[config.mk]
export PLATFORM = sky130hd
export DESIGN_NAME = alu_mult_unit
export DESIGN_NICKNAME = d
export VERILOG_FILES = /design/src/rtl/alu_pkg.sv /design/src/rtl/alu_mult_unit.sv
export SDC_FILE = /design/constraint.sdc
export NUM_CORES = 1
export LEC_CHECK = 0
export ABC_AREA = 1
export CORE_MARGIN = 2
export CORE_UTILIZATION = 51
export DETAILED_ROUTE_END_ITERATION = 6
export PLACE_DENSITY_LB_ADDON = 0.15
export SYNTH_ARGS = -nofsm -noshare
export SYNTH_HDL_FRONTEND = slang
export SYNTH_SLANG_ARGS = --single-unit
[constraint.sdc]
create_clock -name clk -period 2.4 [get_ports clk]
set_input_delay 0.24 -clock clk [delete_from_list [all_inputs] [get_ports clk]]
set_output_delay 0.24 -clock clk [all_outputs]
set_load 0.03 [all_outputs]
[src/rtl/alu_pkg.sv]
// Shared ALU definitions used by the multiply datapath.
//   - mult_state_t : multiplier FSM state encoding
//   - OP_MULT      : ALU opcode that selects the multiply command
package alu_pkg;

  typedef enum logic [1:0] {
    ST_IDLE = 2'd0,
    ST_RUN  = 2'd1,
    ST_DONE = 2'd2,
    ST_WAIT = 2'd3
  } mult_state_t;

  localparam logic [3:0] OP_MULT = 4'b1111;

endpackage

[src/rtl/alu_mult_unit.sv]
// Sequential unsigned shift-add multiplier for the ALU multiply command.
// One partial product is accumulated per clock; WIDTH iterations per multiply.
// Ports:
//   clk      : rising-edge clock
//   rst      : asynchronous active-low reset
//   ctrl_en  : start/hold level, held high for the whole multiply window
//   mult_en  : product register write enable, sampled on the last iteration
//   x, y     : multiplicand / multiplier, captured on the start edge
//   product  : registered 2*WIDTH-bit result
//   busy     : high while iterating
//   done     : one-cycle completion pulse
//   zf, hf   : product==0 / upper half of product non-zero (registered with product)
module alu_mult_unit
  import alu_pkg::*;
#(
  parameter int WIDTH = 8
) (
  input  logic               clk,
  input  logic               rst,
  input  logic               ctrl_en,
  input  logic               mult_en,
  input  logic [WIDTH-1:0]   x,
  input  logic [WIDTH-1:0]   y,
  output logic [2*WIDTH-1:0] product,
  output logic               busy,
  output logic               done,
  output logic               zf,
  output logic               hf
);

  localparam int PW = 2 * WIDTH;
  localparam int CW = $clog2(WIDTH) + 1;
  localparam logic [CW-1:0] LAST_CNT = CW'(WIDTH - 1);

  mult_state_t     state;
  mult_state_t     state_next;
  logic [PW-1:0]   mcand;
  logic [WIDTH-1:0] mplier;
  logic [PW-1:0]   acc;
  logic [CW-1:0]   cnt;
  logic [PW-1:0]   acc_sum;
  logic            last_iter;

  // Accumulator value after this cycle's conditional add; also the final result on the last iteration.
  assign acc_sum   = acc + (mplier[0] ? mcand : {PW{1'b0}});
  assign last_iter = (state == ST_RUN) && ctrl_en && (cnt == LAST_CNT);

  // FSM state register.
  always_ff @(posedge clk or negedge rst) begin
    if (!rst) begin
      state <= ST_IDLE;
    end else begin
      state <= state_next;
    end
  end

  // Next-state logic; ctrl_en low in RUN aborts, WAIT enforces one multiply per ctrl_en window.
  always_comb begin
    state_next = state;
    case (state)
      ST_IDLE: begin
        if (ctrl_en) state_next = ST_RUN;
        else         state_next = ST_IDLE;
      end
      ST_RUN: begin
        if (!ctrl_en)              state_next = ST_IDLE;
        else if (cnt == LAST_CNT)  state_next = ST_DONE;
        else                       state_next = ST_RUN;
      end
      ST_DONE: begin
        if (ctrl_en) state_next = ST_WAIT;
        else         state_next = ST_IDLE;
      end
      ST_WAIT: begin
        if (ctrl_en) state_next = ST_WAIT;
        else         state_next = ST_IDLE;
      end
      default: state_next = ST_IDLE;
    endcase
  end

  // Shift-add datapath: operand capture on start, one iteration per RUN edge.
  always_ff @(posedge clk or negedge rst) begin
    if (!rst) begin
      mcand  <= {PW{1'b0}};
      mplier <= {WIDTH{1'b0}};
      acc    <= {PW{1'b0}};
      cnt    <= {CW{1'b0}};
    end else begin
      case (state)
        ST_IDLE: begin
          if (ctrl_en) begin
            mcand  <= {{WIDTH{1'b0}}, x};
            mplier <= y;
            acc    <= {PW{1'b0}};
            cnt    <= {CW{1'b0}};
          end
        end
        ST_RUN: begin
          if (ctrl_en) begin
            acc    <= acc_sum;
            mcand  <= mcand << 1;
            mplier <= mplier >> 1;
            cnt    <= cnt + CW'(1);
          end
        end
        default: begin
          mcand  <= mcand;
          mplier <= mplier;
          acc    <= acc;
          cnt    <= cnt;
        end
      endcase
    end
  end

  // Result and flag registers, written only on a completed final iteration with mult_en.
  always_ff @(posedge clk or negedge rst) begin
    if (!rst) begin
      product <= {PW{1'b0}};
      zf      <= 1'b1;
      hf      <= 1'b0;
    end else if (last_iter && mult_en) begin
      product <= acc_sum;
      zf      <= (acc_sum == {PW{1'b0}});
      hf      <= |acc_sum[PW-1:WIDTH];
    end
  end

  // Status outputs registered alongside the state so they align with it.
  always_ff @(posedge clk or negedge rst) begin
    if (!rst) begin
      busy <= 1'b0;
      done <= 1'b0;
    end else begin
      busy <= (state_next == ST_RUN);
      done <= (state_next == ST_DONE);
    end
  end

endmodule
Word level (Yosys, flattened, before mapping)
Cells that the tools add are included.
{ "totals": {"register_bits": 66, "latch_bits": 0, "ramBits": 0, "rom_bits": 0, "inputBits": 20, "output_inout_bits": 20, "wordCells": 47, "mem_count": 0} }
{ "classes": {"addsub": 2, "multipliers": 0, "div_mod_pow": 0, "n_lt_le_gt_ge": 0, "n_eq_ne": 8, "shifts": 0, "muxes": 18, "bitwise_logic": 0, "n_reduce_logical": 9} }
{ "ops": {"columns": ["op", "n"], "rows": [
  ["16-bit 2-to-1 mux", 5],
  ["16-bit one-hot mux with 2 select lines", 2],
  ["16-bit adder", 1],
  ["16-bit zero test", 1],
  ["8-bit 2-to-1 mux", 2],
  ["8-bit one-hot mux with 2 select lines", 1],
  ["4-bit 2-to-1 mux", 2],
  ["4-bit one-hot mux with 2 select lines", 1],
  ["8-bit OR reduction", 1],
  ["2-bit == test, second input constant", 3],
  ["2-bit 2-to-1 mux", 3],
  ["2-bit one-hot mux with 3 select lines", 1],
  ["4-bit by 1-bit adder with 4-bit output, second input constant", 1],
  ["2-bit by 1-bit == test with 1-bit output, second input constant", 2],
  ["4-bit by 3-bit == test with 1-bit output, second input constant", 1],
  ["2-bit != test, second input constant", 2],
  ["1-bit logical AND", 3],
  ["3-bit AND reduction", 1],
  ["2-bit zero test", 1],
  ["2-bit nonzero test", 1],
  ["2-bit OR reduction", 1],
  ["1-bit 2-to-1 mux", 1]
]} }

Logic depth before layout (Yosys ltp)
{ "logic_depth": {"word_depth": 5, "mapped_depth": 19, "depth_no_buf": 17} }

Least setup slack after synthesis
Ideal clock, no wire load.
{ "synth_timing": {"path_kind": "register to register", "startpoint": "reg mplier[0]", "endpoint": "reg hf", "t_arrival_ns": 2.182, "setup_slack_ns": 0.101, "stages_incl_launch_ff": 19, "n_path_buf": 2, "period_less_slack_ns": 2.299, "cell_sequence": "dfrtp_1 -> buf_2 -> clkbuf_1 -> nand2_1 -> inv_1 -> ha_1 -> fa_1 -> nand2_2 -> nand2_1 -> nand3b_1 -> nand2_2 -> nand2_1 -> nand3_1 -> nand2_1 -> nand2_1 -> nor2_2 -> nand2_1 -> nand2_1 -> nand2_1"} }
{ "synth_between": {"elab_chain_len": 3} }
{ "synth_lines": {"columns": ["item", "line", "rtl"], "rows": [
  ["from (decl)", "alu_mult_unit.sv:38", "logic [WIDTH-1:0] mplier;"],
  ["from (signal assigned)", "alu_mult_unit.sv:86", "mplier <= {WIDTH{1'b0}};"],
  ["from (signal assigned)", "alu_mult_unit.sv:94", "mplier <= y;"],
  ["from (signal assigned)", "alu_mult_unit.sv:103", "mplier <= mplier >> 1;"],
  ["16-bit 2-to-1 mux", "alu_mult_unit.sv:45", "assign acc_sum = acc + (mplier[0] ? mcand : {PW{1'b0}});"],
  ["16-bit adder", "alu_mult_unit.sv:45", null],
  ["8-bit OR reduction", "alu_mult_unit.sv:126", "hf <= |acc_sum[PW-1:WIDTH];"],
  ["to (signal assigned)", "alu_mult_unit.sv:126", null],
  ["to (decl)", "alu_mult_unit.sv:28", "output logic hf"]
]} }
No other way between the ends.
A chain may end at the register's enable or synchronous reset.

Worst setup path in the final report
Ends and elaborated chain as after synthesis.

==> results.ini <==
[worst_setup_path]
cp_slowest_stage_delay_ps = 450
cp_max_fo = 10
timing.rr.start = mplier[0]$_DFFE_PN0P_
crit_path_end_kind = register
cp-startpoint = mplier[0]$_DFFE_PN0P_
timing.reg2reg.setup_slack_ps = 190
crit_type = register to register
r2r-end = hf$_DFFE_PN0P_
critical_path_required_ps = 2640
start_kind = register
cp_common_cell = nand2_1
crit_end = hf$_DFFE_PN0P_
worstRegToRegCells = 14
slowest_stage = dfrtp_2
path_cells = buf_4 -> nand2_1 -> inv_1 -> ha_2 -> nand2_1 -> nor2_2 -> and2_1 -> nand2_1 -> nand3_1 -> nand3_1 -> nor2_2 -> nand2_1 -> nand2_1 -> nand2_1
crit_arrival_ps = 2450

[clocking]
cts_setup_buffers = 0
clk-insertion-delay-late_ps = 350
clockBufferDepth = 2
clock_sinks = 66
cts_root_buf = clkbuf_8
htreeDepth = 3
cts_tree = done
cts_inserted_buffers = 9
clk_pin_slew_worst_paths_ps = 70

[synthesis]
async_flop_share = 1.00
synthesis.area_um2 = 3700
synth_edf_count = 0
synth_nets = 521
yosysWarnings = 0
synthDominantCellAreaShare = 0.440
yosysSeqAreaShare = 0.447
ys_types = 33
ys_seq_elements = 66
yosysTopAreaCell = dfrtp_1
synth_cells = 484
synth_ff_type = dfrtp_1
avgSynthCellArea_um2 = 7.64
synth_area_leaders = dfrtp_1 (44%), nand2_1 (15%), inv_1 (8.0%), o21ai_0 (5.8%), ha_1 (5.4%)

[finish]
multi_input_area_um2 = 1750
final_cell_mix = nand2_1 (141), inv_1 (79), dfrtp_1 (64)
final_common_cell = nand2_1
regArea_um2 = 1650
fill_cells = 650
stdcell_count = 634
nets = 568
drive_gt1_frac = 0.125
area_delta_synth_final_pct = 22.1
diodes = 0

[floorplan]
coreArea_um2 = 7140
fp.dieArea_um2 = 7950
rows = 31
io_pins = 40
start_util = 0.518
die_y_um = 89.2
die_w_um = 89.2

[power]
peakVddDrop_mv = 0.384
p_per_area_nw_per_um2 = 674
p_total_mw = 3.04
p_leak_nw = 2.33

[place]
portBuffers = 39
gp_congestion = 0.897
dp_hpwl_mm = 6.20
pre_cts_ws_ps = 134
dp.cells = 618

[grt]
antenna_found_initial = 0
grt_usage = 0.227
grt_max_degree = 36
globalRouteOverflowTotal = 0
grt_pass1_wl_mm = 13.6
grt_pass1_vias = 2997

[route]
dr.first_iter.drc_count = 131
drt_wl_total_mm = 8.13
wl_per_cell_um = 12.8
vias_per_cell = 4.89
ant_nets = 0
drc_errors = 0
num_vias = 3100
firstDrtPassIters = 4

[sta]
drv_slew = 0
setup_ws_ps = 193
finalCritPeriodShare = 0.920
relSlewSlack = 0.617
fmax_ghz = 0.453
fin_skew_ps = 7.73
finalSetupTns_ps = 0
final_hold_viol_count = 0
setup_viol = 0
tightest_slew_ps = 575
finalCriticalPeriod_ps = 2210

[status]
status = finished clean

[worst_hold_path]
holdCritPathClass = primary input to async pin

[run]
drv_cap = 0

[how the worst min path moves through the flow]
stage | startpoint | endpoint | slack, ps | depth (start not counted)
4_1_cts | rst | state[1]$_DFF_PN0_ | 430 | 2
3_3_place_gp | rst | mcand[2]$_DFFE_PN0P_ | 280 | 1
6_report | rst | state[0]$_DFF_PN0_ | 420 | 2
3_5_place_dp | rst | state[0]$_DFF_PN0_ | 270 | 1
2_1_floorplan | rst | acc[0]$_DFFE_PN0P_ | -60 | 0
5_1_grt | rst | mplier[6]$_DFFE_PN0P_ | 470 | 2
[worst max-delay path, delay by kind of cell (launching register included)]
| kind | cells | cell delay, ps |
|---|---|---|
| adders and majority gates | 1 | 370 |
| and+or+nand+nor | 11 | 1040 |
| buffers and inverters | 2 | 240 |
| DFF | 1 | 450 |
[kinds of logic after synthesis]
group                      share of synthesized area
and+or+nand+nor                                0.258
adders and majority gates                     0.0595
AOI/OAI and AO/OA                              0.119
buffers and inverters                         0.0974
DFF                                            0.447
xor gates and xnor gates                      0.0189
[sequential cells by signal, summed over array words and instances (netlist names)]
signal and cells:
product 16, zf 1, busy 1, mcand 16
acc 16, done 1, hf 1, mplier 8
cnt 4, state 2
[power by group]
group	total [mW]	internal (mW)	leakage, nW	switching [mW]
combinational	0.743	0.300	1.36	0.444
clock	1.03	0.582	0.102	0.446
sequential	1.27	1.21	0.864	0.0662
[what timing repair did]
action                                 4_1_cts  5_1_grt
hold buffers                                 1        0
resized for setup                            0       16
endpoints found under the hold margin       24        0
setup endpoints to repair                    0        2
[cells in the mapped netlist (6+ instances only)]
master	count
o22ai_1	8
nand2_1	143
nand2_2	14
clkbuf_1	10
nor2_1	22
a221oi_1	6
nor3_1	6
a21oi_1	10
dfrtp_1	65
nand3_1	14
ha_1	16
o21ai_1	9
inv_1	79
o21ai_0	43
[through the flow]
step           area (um2)  hold WS (ps)  utilization
6_report             4520           425        0.633
4_1_cts              4450           429        0.624
3_5_place_dp         4230           271        0.592
3_3_place_gp         4230           275        0.592
5_1_grt              4520           474        0.633
2_1_floorplan        3700         -55.6            -
[routing by layer]
metal | up-vias | routed length, um | track usage
met3 | 11 | 270 | 0.0462
met5 | - | 0 | 0
met4 | 0 | 134 | 0.0814
met2 | 49 | 3880 | 0.365
li1 | 1619 | - | -
met1 | 1421 | 3850 | 0.305
[cell type report]
| class | count | area share |
|---|---|---|
| clock buffers | 9 | 0.0274 |
| flip-flops and latches | 66 | 0.366 |
| clock inverters | 6 | 0.0205 |
| multi-input cells | 323 | 0.387 |
| inverters | 81 | 0.0673 |
| well taps | 99 | 0.0274 |
| repair buffers | 50 | 0.104 |
(Power assumes the default switching activity.)
